$ cat src/rtl/uart_tx_serializer_pkg.sv
// Shared UART definitions: FSM state encoding, 8N1 frame levels and default bit timing.
// Imported by both the transmit and receive paths.
package uart_tx_serializer_pkg;

   typedef enum logic [1:0] {
      ST_IDLE  = 2'd0,
      ST_START = 2'd1,
      ST_DATA  = 2'd2,
      ST_STOP  = 2'd3
   } uart_state_e;

   localparam int   DATA_BITS          = 8;
   localparam logic START_LEVEL        = 1'b0;
   localparam logic STOP_LEVEL         = 1'b1;
   localparam logic IDLE_LEVEL         = 1'b1;
   localparam int   DEFAULT_BIT_CYCLES = 16;

endpackage

$ cat src/rtl/uart_tx_sync_fifo.sv
// Single-clock byte FIFO; head byte readable combinationally, flags one cycle after push/pop.
// Writes while full are dropped; the full test uses pre-pop occupancy.
module uart_tx_sync_fifo #(
   parameter int FIFO_DEPTH = 4
) (
   input  logic       clk_tf,
   input  logic       rst,
   input  logic [7:0] wr_dat_i,
   input  logic       wr_vld_i,
   input  logic       rd_pop_i,
   output logic [7:0] rd_dat_o,
   output logic       full_o,
   output logic       empty_o
);

   localparam int AW = $clog2(FIFO_DEPTH);

   logic [7:0]  mem_q [FIFO_DEPTH];
   logic [AW:0] wr_ptr_q, wr_ptr_d;
   logic [AW:0] rd_ptr_q, rd_ptr_d;
   logic        push, pop;

   assign push     = wr_vld_i && !full_o;
   assign pop      = rd_pop_i && !empty_o;
   assign wr_ptr_d = wr_ptr_q + (AW+1)'(push);
   assign rd_ptr_d = rd_ptr_q + (AW+1)'(pop);

   // Extra pointer MSB distinguishes a full ring from an empty one.
   assign empty_o  = (wr_ptr_q == rd_ptr_q);
   assign full_o   = (wr_ptr_q[AW] != rd_ptr_q[AW]) &&
                     (wr_ptr_q[AW-1:0] == rd_ptr_q[AW-1:0]);
   assign rd_dat_o = mem_q[rd_ptr_q[AW-1:0]];

   always_ff @(posedge clk_tf) begin
      if (rst) begin
         wr_ptr_q <= '0;
         rd_ptr_q <= '0;
      end else begin
         wr_ptr_q <= wr_ptr_d;
         rd_ptr_q <= rd_ptr_d;
      end
   end

   always_ff @(posedge clk_tf) begin
      if (push) begin
         mem_q[wr_ptr_q[AW-1:0]] <= wr_dat_i;
      end
   end

endmodule

$ cat src/rtl/uart_tx_serializer.sv
// 8N1 UART transmitter fed by a small byte FIFO; line falls two cycles after a write into an idle block.
// Producer is throttled only through tf_full; back-to-back frames have no idle gap.
module uart_tx_serializer
   import uart_tx_serializer_pkg::*;
#(
   parameter int BIT_CYCLES = DEFAULT_BIT_CYCLES,
   parameter int FIFO_DEPTH = 4
) (
   input  logic       clk_tf,
   input  logic       rst,
   input  logic [7:0] din,
   input  logic       wr_en,
   output logic       tf_full,
   output logic       tf_empty,
   output logic       tx_busy,
   output logic       transmitter_tx
);

   localparam int             CW       = $clog2(BIT_CYCLES);
   localparam logic [CW-1:0]  CYC_LAST = CW'(BIT_CYCLES - 1);
   localparam logic [2:0]     BIT_LAST = 3'(DATA_BITS - 1);

   uart_state_e   state_q;
   logic [CW-1:0] cyc_q;
   logic [2:0]    bit_q;
   logic [7:0]    shift_q;
   logic          tx_q;
   logic          busy_q;
   logic [7:0]    fifo_dat;
   logic          bit_end;
   logic          pop;

   uart_tx_sync_fifo #(
      .FIFO_DEPTH (FIFO_DEPTH)
   ) u_fifo (
      .clk_tf   (clk_tf),
      .rst      (rst),
      .wr_dat_i (din),
      .wr_vld_i (wr_en),
      .rd_pop_i (pop),
      .rd_dat_o (fifo_dat),
      .full_o   (tf_full),
      .empty_o  (tf_empty)
   );

   assign bit_end = (cyc_q == CYC_LAST);
   assign pop     = !tf_empty &&
                    ((state_q == ST_IDLE) || ((state_q == ST_STOP) && bit_end));

   // Line and busy are registered from the current state, so they trail the state by one cycle.
   always_ff @(posedge clk_tf) begin
      if (rst) begin
         state_q <= ST_IDLE;
         cyc_q   <= '0;
         bit_q   <= '0;
         shift_q <= '0;
         tx_q    <= IDLE_LEVEL;
         busy_q  <= 1'b0;
      end else begin
         busy_q <= (state_q != ST_IDLE);
         cyc_q  <= bit_end ? '0 : cyc_q + CW'(1);
         case (state_q)
            ST_IDLE: begin
               tx_q  <= IDLE_LEVEL;
               cyc_q <= '0;
               if (!tf_empty) begin
                  shift_q <= fifo_dat;
                  bit_q   <= '0;
                  state_q <= ST_START;
               end
            end
            ST_START: begin
               tx_q <= START_LEVEL;
               if (bit_end) begin
                  state_q <= ST_DATA;
               end
            end
            ST_DATA: begin
               tx_q <= shift_q[0];
               if (bit_end) begin
                  shift_q <= {1'b0, shift_q[7:1]};
                  bit_q   <= bit_q + 3'd1;
                  if (bit_q == BIT_LAST) begin
                     state_q <= ST_STOP;
                  end
               end
            end
            ST_STOP: begin
               tx_q <= STOP_LEVEL;
               if (bit_end) begin
                  if (!tf_empty) begin
                     shift_q <= fifo_dat;
                     bit_q   <= '0;
                     state_q <= ST_START;
                  end else begin
                     state_q <= ST_IDLE;
                  end
               end
            end
            default: begin
               tx_q    <= IDLE_LEVEL;
               cyc_q   <= '0;
               state_q <= ST_IDLE;
            end
         endcase
      end
   end

   assign transmitter_tx = tx_q;
   assign tx_busy        = busy_q;

endmodule
$ cat config.mk
export PLATFORM = sky130hd
export DESIGN_NAME = uart_tx_serializer
export DESIGN_NICKNAME = d
export VERILOG_FILES = /design/src/rtl/uart_tx_serializer_pkg.sv /design/src/rtl/uart_tx_sync_fifo.sv /design/src/rtl/uart_tx_serializer.sv
export SDC_FILE = /design/constraint.sdc
export NUM_CORES = 1
export LEC_CHECK = 0
export CAP_MARGIN = 20
export CORE_MARGIN = 5
export CORE_UTILIZATION = 58
export DETAILED_ROUTE_END_ITERATION = 10
export MAX_ROUTING_LAYER = met4
export PLACE_DENSITY = 0.8
export SKIP_CTS_REPAIR_TIMING = 1
export SLEW_MARGIN = 20
export SYNTH_ARGS = -nofsm -noshare
export SYNTH_HDL_FRONTEND = slang
export SYNTH_SLANG_ARGS = --single-unit
$ cat constraint.sdc
create_clock -name clk_tf -period 2.66 [get_ports clk_tf]
set_input_delay 0.266 -clock clk_tf [delete_from_list [all_inputs] [get_ports clk_tf]]
set_output_delay 0.266 -clock clk_tf [all_outputs]
set_load 0.005 [all_outputs]
Word-level counts from Yosys, hierarchy flattened
Memories as Yosys holds them, arrays and structs flattened. A register that Yosys moved wholly into a read port is not among the register bits.
Index checks and enable logic that the tools add are counted.
{ "classes": {"add_sub_neg": 4, "eq_ne": 13, "n_mux": 19, "reduce_logical": 15} }
{ "ops": {"columns": ["cell", "n"], "rows": [
  ["2-to-1 mux 8 bit", 3],
  ["case mux 8 bit (3 select lines)", 1],
  ["2-to-1 mux 2 bit", 6],
  ["inequality test 2 bit (second input constant)", 5],
  ["2-to-1 mux 3 bit", 3],
  ["case mux 3 bit (3 select lines)", 1],
  ["case mux 2 bit (4 select lines)", 1],
  ["adder 3 x 1 -> 3 bit", 2],
  ["logical AND 1 bit", 5],
  ["AND reduction 5 bit", 1],
  ["adder 4 x 1 -> 4 bit (second input constant)", 1],
  ["equality test 2 bit (second input constant)", 2],
  ["equality test 4 bit (second input constant)", 1],
  ["adder 3 x 1 -> 3 bit (second input constant)", 1],
  ["equality test 3 bit", 1],
  ["equality test 3 bit (second input constant)", 1],
  ["2-to-1 mux 1 bit", 3],
  ["case mux 1 bit (3 select lines)", 1],
  ["AND reduction 3 bit", 1],
  ["nonzero test 3 bit", 1],
  ["OR reduction 3 bit", 1],
  ["equality test 2 x 1 -> 1 bit (second input constant)", 1],
  ["equality test 2 bit", 1],
  ["zero test 1 bit", 2],
  ["5 further kinds", 5]
]} }
{ "word_totals": {"register_bits": 25, "ramBits": 32, "input_bits": 11, "output_inout_bits": 4, "word_cells": 60, "mem_count": 1} }
{ "mem_list": {"columns": ["name", "depth", "word_bits", "read_ports", "rd_ports_with_merged_regs", "wr", "line", "source"], "rows": [
  ["u_fifo.mem_q", 4, 8, 1, 1, 1, "uart_tx_sync_fifo.sv:18", "logic [7:0] mem_q [FIFO_DEPTH];"]
]} }

Depth between registers and ports, before layout
{ "logic_depth": {"word_depth": 7, "ltp_mapped": 9, "mapped_depth_nobuf": 8} }

By module
A second synthesis with hierarchy kept.
{ "unflattened": {"cells_unflattened": 185, "hier_area_um2": 2558.7} }
{ "modules_own_cells": {"columns": ["module", "instances", "cells_per_inst", "area_per_inst_um2", "seq_area_each_um2"], "rows": [
  ["uart_tx_sync_fifo", 1, 79, 1541.5, 1081.0],
  ["uart_tx_serializer", 1, 106, 1017.2, 380.4]
]} }

Worst setup path after synthesis
OpenSTA, ideal clock, no wires.
{ "synth_timing": {"path_kind": "reg-to-reg", "start": "register u_fifo.rd_ptr_q[2]", "end": "memory u_fifo.mem_q[2][0] (enable)", "setup_time_ps": 385, "arrival_time_ps": 1673, "required_time_ps": 2275, "path_slack_ps": 602, "stages_incl_launch_ff": 5, "n_path_buf": 0, "cell_sequence": "dfxtp_1 > xnor2_1 > and3b_2 > nand2b_4 > nor3b_1"} }
{ "synth_via": {"elab_chain_len": 6} }
{ "synth_rtl": {"columns": ["item", "line", "source"], "rows": [
  ["from (decl)", "uart_tx_sync_fifo.sv:20", "logic [AW:0] rd_ptr_q, rd_ptr_d;"],
  ["from (signal assigned)", "uart_tx_sync_fifo.sv:40", "rd_ptr_q <= rd_ptr_d;"],
  ["inequality test 1 bit", "uart_tx_sync_fifo.sv:30", "assign full_o = (wr_ptr_q[AW] != rd_ptr_q[AW]) &&"],
  ["logical AND 1 bit", "uart_tx_sync_fifo.sv:30", null],
  ["via tf_full", "uart_tx_serializer.sv:13", "output logic tf_full,"],
  ["zero test 1 bit", "uart_tx_sync_fifo.sv:23", "assign push = wr_vld_i && !full_o;"],
  ["logical AND 1 bit", "uart_tx_sync_fifo.sv:23", null],
  ["2-to-1 mux 1 bit", "uart_tx_sync_fifo.sv:45", "if (push) begin"],
  ["2-to-1 mux 1 bit (not written as such)", "uart_tx_sync_fifo.sv:46", "mem_q[wr_ptr_q[AW-1:0]] <= wr_dat_i;"],
  ["to (decl)", "uart_tx_sync_fifo.sv:18", null]
]} }
The timed path passes the listed nets, and every way through them passes these cells.

Final worst setup path
{ "layout_timing": {"start": "register state_q[0]", "end": "register shift_q[6]"} }
{ "layout_via": {"elab_chain_len": 3, "elab_cells_between_ends": 8, "cone_classes": "eq/ne: 4; mux: 1; reduce/logical: 3"} }
{ "layout_rtl": {"columns": ["item", "line", "source"], "rows": [
  ["from (decl)", "uart_tx_serializer.sv:23", "uart_state_e state_q;"],
  ["from (signal assigned)", "uart_tx_serializer.sv:53", "state_q <= ST_IDLE;"],
  ["from (signal assigned)", "uart_tx_serializer.sv:69", "state_q <= ST_START;"],
  ["from (signal assigned)", "uart_tx_serializer.sv:75", "state_q <= ST_DATA;"],
  ["equality test 2 bit / zero test 2 bit (equally long branches)", "uart_tx_serializer.sv:62", "case (state_q)"],
  ["inequality test 2 bit (no line) / nonzero test 3 bit (equally long branches)", null, null],
  ["AND reduction 3 bit (no line)", null, null],
  ["to (signal assigned)", "uart_tx_serializer.sv:67", "shift_q <= fifo_dat;"],
  ["to (signal assigned)", "uart_tx_serializer.sv:81", "shift_q <= {1'b0, shift_q[7:1]};"],
  ["to (signal assigned)", "uart_tx_serializer.sv:92", "shift_q <= fifo_dat;"],
  ["to (decl)", "uart_tx_serializer.sv:26", "logic [7:0] shift_q;"]
]} }
Several ways; a longest one is shown, not always the timed one.
A chain may end at the register's enable or synchronous reset.

==> results.sh <==
export IMPL_yosys_top_cells_area="edfxtp_1 38%, dfxtp_1 20%, mux4_1 8.4%"
export IMPL_route_detailed_drc=0
export IMPL_critPathMaxStageDelay_ns=0.59
export IMPL_syn_area_sq_um=2510
export IMPL_cp_common_cell="inv_1"
export IMPL_hold_start="cyc_q[0]"
export IMPL_gp_congestion=0.855
export IMPL_post_route_min_period_ns=2.21
export IMPL_core_area_sq_um=4260
export IMPL_ir_worst_vdd_mv=0.577
export IMPL_netSwitchingPower_mw=0.982
export IMPL_reg2reg_depth=5
export IMPL_drt_iter0_drc=124
export IMPL_synthToLayoutAreaGrowth_pct=15.4
export IMPL_grt_max_degree=14
export IMPL_syn_area_per_cell_sq_um=13.8
export IMPL_skew_ns=0.00525
export IMPL_clock_latency_ns=0.33
export IMPL_max_cap_viol_count=0
export IMPL_clkSinkCount=57
export IMPL_grtUsageTotal=0.180
export IMPL_dr_total_vias=1491
export IMPL_finalWorstSetupSlack_ns=0.449
export IMPL_maxSlewViolCount=0
export IMPL_ys_seq_area_frac=0.583
export IMPL_gr_total_overflow=0
export IMPL_grt_pass1_vias=1490
export IMPL_crit_type="register to register"
export IMPL_power_internal_mw=1.92
export IMPL_cts_tree="built"
export IMPL_final_common_cell="edfxtp_1"
export IMPL_tns_ns=0
export IMPL_combPwrFrac=0.332
export IMPL_num_fill_cells=299
export IMPL_worst_endpoint_arrival_ns=2.38
export IMPL_yosys_warnings=0
export IMPL_ios=15
export IMPL_end_kind="register"
export IMPL_layout_nets=227
export IMPL_cts_root_buf="clkbuf_8"
export IMPL_portBuffers=14
export IMPL_initial_core_util=0.588
export IMPL_grt_pass1_wl_um=7110
export IMPL_outcome="completed"
export IMPL_via_per_inst=5.73
export IMPL_drive_gt1_frac=0.173
export IMPL_p_leak_nw=1.06
export IMPL_clockBufferDepth=2
export IMPL_worst_path_max_fanout=13
export IMPL_antenna_left=0
export IMPL_yosys_area_top_type="edfxtp_1"
export IMPL_n_antenna_cell=0
export IMPL_required_ns=2.83
export IMPL_antenna_found_initial=0
export IMPL_pwr_share_clk=0.275
export IMPL_min_path_type="register to register"
export IMPL_crit_path_cell_trace="inv_1 > ha_1 > inv_1 > a21oi_2 > a311oi_2"
export IMPL_routedWlPerCell_um=16.6
export IMPL_rsz0062_at_grt="false"
export IMPL_fp_dieW_um=75.7
export IMPL_path_clk_slew_ns=0.07
export IMPL_synthesis_nets=205
export IMPL_maxSlewHeadroom=0.588
export IMPL_multi_input_area_sq_um=962
export IMPL_hold_viol_final=0
export IMPL_htree_levels=3
export IMPL_hold_depth=1
export IMPL_netSwitchingFraction=0.338
export IMPL_dp_hpwl_um=3110
export IMPL_netlist_area_leader_share=0.383
export IMPL_layout_cells_most_common_list="32 x edfxtp_1, 25 x dfxtp_1, 19 x nand2_1, 14 x clkdlybuf4s50_1, 13 x ha_1"
export IMPL_synth_cells=181
export IMPL_cp_slowest_cell="a21oi_2"
export IMPL_first_pass_iters=4
export IMPL_synth_seq_cells=57
export IMPL_fmax_ghz=0.452
export IMPL_regArea_sq_um=1460
export IMPL_fp_dieArea_sq_um=5740
export IMPL_cts_made_buffers=9
export IMPL_utilization=0.678
export IMPL_place_inst=244
export IMPL_tightestPinTransition_ns=0.618
export IMPL_seqPwrFrac=0.393
export IMPL_yosysUniqueCellTypes=40
export IMPL_dieHeight_um=75.7
export IMPL_powerDensity_nw_per_um2=1000
export IMPL_crit_start="state_q[0]"
export IMPL_finalSetupViolCount=0
export IMPL_r2r_start="state_q[0]"
export IMPL_drt_total_wl_um=4320
export IMPL_place_ws_ns=0.464
export IMPL_startpoint_type="register"
export IMPL_rows=24
export IMPL_fin_cells=260
export IMPL_fin_crit_sh=0.831
[kinds of logic after synthesis]
| group | share of synthesized area |
|---|---|
| fa+ha+maj | 0.0649 |
| buf+inv | 0.0330 |
| compound gates | 0.0964 |
| simple gates | 0.108 |
| mux | 0.0839 |
| xor+xnor | 0.0305 |
| flops | 0.583 |
[registers in the layout, summed over array words and instances, names as in the netlist]
register         cells
tx_busy              1
u_fifo.mem_q        32
u_fifo.rd_ptr_q      3
bit_q                3
shift_q              8
transmitter_tx       1
u_fifo.wr_ptr_q      3
state_q              2
cyc_q                4
[cells in the mapped netlist]
library cell / count
buf_6: 3
a21o_1: 1
inv_1: 5
o22ai_1: 1
inv_2: 1
xnor2_1: 4
mux4_1: 8
a31oi_1: 1
nor2b_1: 4
nand2b_4: 1
nand4_1: 5
a21oi_2: 1
a311oi_2: 6
o21ba_2: 1
nor2_1: 7
xnor2_2: 2
or4_1: 1
xor2_1: 1
and3b_2: 1
nand3_2: 1
nand3_1: 3
o21ai_0: 4
and3_1: 3
a21oi_1: 9
or2_2: 1
clkbuf_1: 3
a211oi_1: 2
dfxtp_1: 25
o22a_1: 1
buf_4: 1
nor3b_1: 2
o21bai_1: 1
edfxtp_1: 32
nand2_1: 19
ha_1: 13
a311oi_1: 1
and2_1: 1
nor3_1: 3
clkbuf_4: 1
a21boi_0: 1
[worst paths after layout]
check               endpoint  slack [ns]
hold / removal      cyc_q[0]        0.46
setup / recovery  shift_q[6]        0.45
hold reg to reg     cyc_q[0]        0.46
setup reg to reg  shift_q[6]        0.45
[power by group through the flow]
stage	logic, mW	clock network [mW]	registers (mW)
6_report	0.963	0.798	1.14
5_1_grt	1.07	0.857	1.16
3_5_place_dp	0.965	0	1.16
4_1_cts	0.970	0.815	1.14
2_1_floorplan	0.803	0	1.13
3_3_place_gp	0.904	0	1.15
[cell type report]
cell class | count | area share
inverter | 6 | 0.00779
multi-input combinational | 110 | 0.333
timing repair buffer | 19 | 0.0614
sequential | 57 | 0.505
clock buffer | 9 | 0.0428
clock inverter | 7 | 0.0273
tap | 52 | 0.0225
[metal layers]
layer  wire [um]  track usage  share of wire  vias up
li1            -            -              -      727
met1        1760        0.195           0.41      728
met2        2330        0.304           0.54       27
met3         184       0.0541          0.043        9
met4          47       0.0835          0.011        0
met5           0            -              0        -
[critical path: cells and delay by family, from the launching register on]
| kind | cells | cell delay (ns) |
|---|---|---|
| fa+ha+maj | 1 | 0.45 |
| compound gates | 2 | 0.80 |
| buf+inv | 2 | 0.45 |
| flops | 1 | 0.36 |
[metrics by stage]
| step | power, mW | hold slack (ns) | instance area (sq um) |
|---|---|---|---|
| finish | 2.90 | 0.461 | 2890 |
| global route | 3.08 | 0.494 | 2890 |
| CTS | 2.93 | 0.467 | 2890 |
| detailed placement | 2.13 | 0.457 | 2690 |
| global placement | 2.05 | 0.429 | 2690 |
| floorplan | 1.93 | 0.365 | 2510 |
Note: power is estimated with default switching activity, not from simulation.
==> patch, RTL diff (same settings) <==
`FIFO_DEPTH` is set to 4 in 2 places; all go to 8.
--- a/src/rtl/uart_tx_sync_fifo.sv
+++ b/src/rtl/uart_tx_sync_fifo.sv
@@ -2,5 +2,5 @@
 // Writes while full are dropped; the full test uses pre-pop occupancy.
 module uart_tx_sync_fifo #(
-   parameter int FIFO_DEPTH = 4
+   parameter int FIFO_DEPTH = 8
 ) (
    input  logic       clk_tf,
--- a/src/rtl/uart_tx_serializer.sv
+++ b/src/rtl/uart_tx_serializer.sv
@@ -5,5 +5,5 @@
 #(
    parameter int BIT_CYCLES = DEFAULT_BIT_CYCLES,
-   parameter int FIFO_DEPTH = 4
+   parameter int FIFO_DEPTH = 8
 ) (
    input  logic       clk_tf,
Formal check against the unedited RTL: not equivalent (a bounded check fails within 10 cycles, from zero or initial values and one cycle with rst high).
==> patch against the original RTL <==
  * Highest routed layer unchanged
  * Register-to-register slack gained 0.10 ns
  * Area after synthesis increased by 52%
  * Worst setup slack worse by 0.27 ns
  * Sequential cell count rose by 34
  * Utilization decreased by 0.96 points
  * Clock skew increased by 0.0015 ns
  * Die area increased by 45%
  * Cell area increased by 48%
  * Combinational power shrank 27%
  * Total power is 13% higher
  * Wire length up 49%
  * Critical path depth stayed put
  * Largest cell class unchanged
==> patch: results (changes against the original RTL) <==
INFO  metric yosys.area_share.adder = 4.268% (-2.2 points)
INFO  metric worst-slew-pin-transition = 0.7085 ns (+0.09080 ns)
INFO  metric drt-total-wl = 6424 um (+49%)
INFO  metric synth_enable_flop_cells = 64 (+100%)
INFO  metric detailed_route_vias_per_instance = 5.876 (+2.5%)
INFO  metric synth_cell_types = 41 (+2.5%)
INFO  metric synthXorXnorAreaFrac = 2.988% (-0.058 points)
INFO  metric ys_seq_area_share = 64.61% (+6.3 points)
INFO  metric synthTopCellsByArea = edfxtp_1, dfxtp_1, mux4_1
INFO  metric crit_end = tf_empty
INFO  metric outcome = complete, no violations
INFO  metric nNetsFinal = 290 (+28%)
INFO  metric power.leakage = 1.509 nW (+43%)
INFO  metric worst_r2r_path_depth = 8 (+3)
INFO  metric largest_reg_flops = 64 (+100%)
INFO  metric grt_first_pass_wirelength = 10,610 um (+49%)
INFO  metric critPathTopFamily = buffers and inverters
INFO  metric path_clk_slew = 0.09 ns (+0.02 ns)
INFO  metric synth.area.mux_share = 13.13% (+4.7 points)
INFO  metric reg_to_reg_start = u_fifo.rd_ptr_q[1]$_SDFF_PP0_
INFO  metric synthesis.instances = 237 (+31%)
INFO  metric insertion_delay = 0.36 ns (+0.03 ns)
INFO  metric first_global_vias = 2,091 (+40%)
INFO  metric worst_path_largest_cell_delay = 0.53 ns (-0.06 ns)
INFO  metric grtUsageTotal = 17.29% (-0.75 points)
INFO  metric dominant_combinational_cell_family_by_area_after_synthesis = multiplexers
INFO  metric r2r-end = u_fifo.rd_ptr_q[1]$_SDFF_PP0_
INFO  metric post-place-cells = 332 (+36%)
INFO  metric largest_net_degree_at_the_start_of_global_routing = 20 (+6)
INFO  metric yosys-top-cells-count = edfxtp_1, dfxtp_1, nor2_1
INFO  metric ff2ff_setup_slack = 0.55 ns (+0.10 ns)
INFO  metric critical_path_s_slowest_cell = clkdlybuf4s50_1
INFO  metric fin_skew = 0.006755 ns (+0.001504 ns)
INFO  metric initialDrtViolationCount = 129 (+4.0%)
INFO  metric detailed_place_hpwl = 4486 um (+44%)
INFO  metric critical_path_at = 2.21 ns (-0.17 ns)
INFO  metric peakVddDrop = 465.3 uV (-19%)
-- patch: changes by cell type in the layout (fill, tap and decap cells not counted), sizes merged, moves of 6 or more --
cell	change
nand2	-14
a221o	+6
a311oi	-7
mux4	+8
buf	+9
mux2i	+8
edfxtp	+32
a21oi	-9
nor3	+7
nor2	+10
-- patch: stage by stage --
stage / cell area [um2] / setup slack, ns / hold WS (ns)
6_report: 4269 / 0.1827 / 0.4642
5_1_grt: 4269 / 0.02563 / 0.4729
4_1_cts: 4269 / 0.1537 / 0.4632
3_5_place_dp: 4075 / 0.5596 / 0.4454
3_3_place_gp: 4075 / 0.5881 / 0.4351
2_1_floorplan: 3811 / 0.6999 / 0.3376
-- patch: final cells by class --
class	instances	area [um2]
sequential	91	2462
fill	463	2117
multi-input combinational	129	1245
timing repair buffer	28	245.2
clock buffer	9	123.9
tap	77	96.34
clock inverter	7	70.07
inverter	7	26.28
-- patch: cells by family (layout without fill, tap and decap cells) --
| family | count (synthesis) | in the layout |
|---|---|---|
| buffers and inverters | 17 | 51 |
| XOR/XNOR | 13 | 13 |
| flip-flops | 91 | 91 |
| adder cells (fa/ha/maj) | 13 | 13 |
| multiplexers | 26 | 26 |
| AND/OR/NAND/NOR | 53 | 53 |
| AO/OA/AOI/OAI | 24 | 24 |
-- patch: where the power goes --
group          switching [mW]  internal (mW)
clock                   0.532          0.367
sequential             0.0542           1.61
combinational           0.363          0.343
-- patch: per-layer routing --
| layer | part of all wire (%) | wire, um | vias up | GRT usage [%] |
|---|---|---|---|---|
| met3 | 4.7 | 304 | 10 | 5.041 |
| li1 | - | - | 984 | - |
| met4 | 1.3 | 81 | 0 | 5.134 |
| met1 | 43 | 2733 | 1012 | 21.06 |
| met5 | 0 | 0 | - | - |
| met2 | 51 | 3305 | 39 | 28.13 |
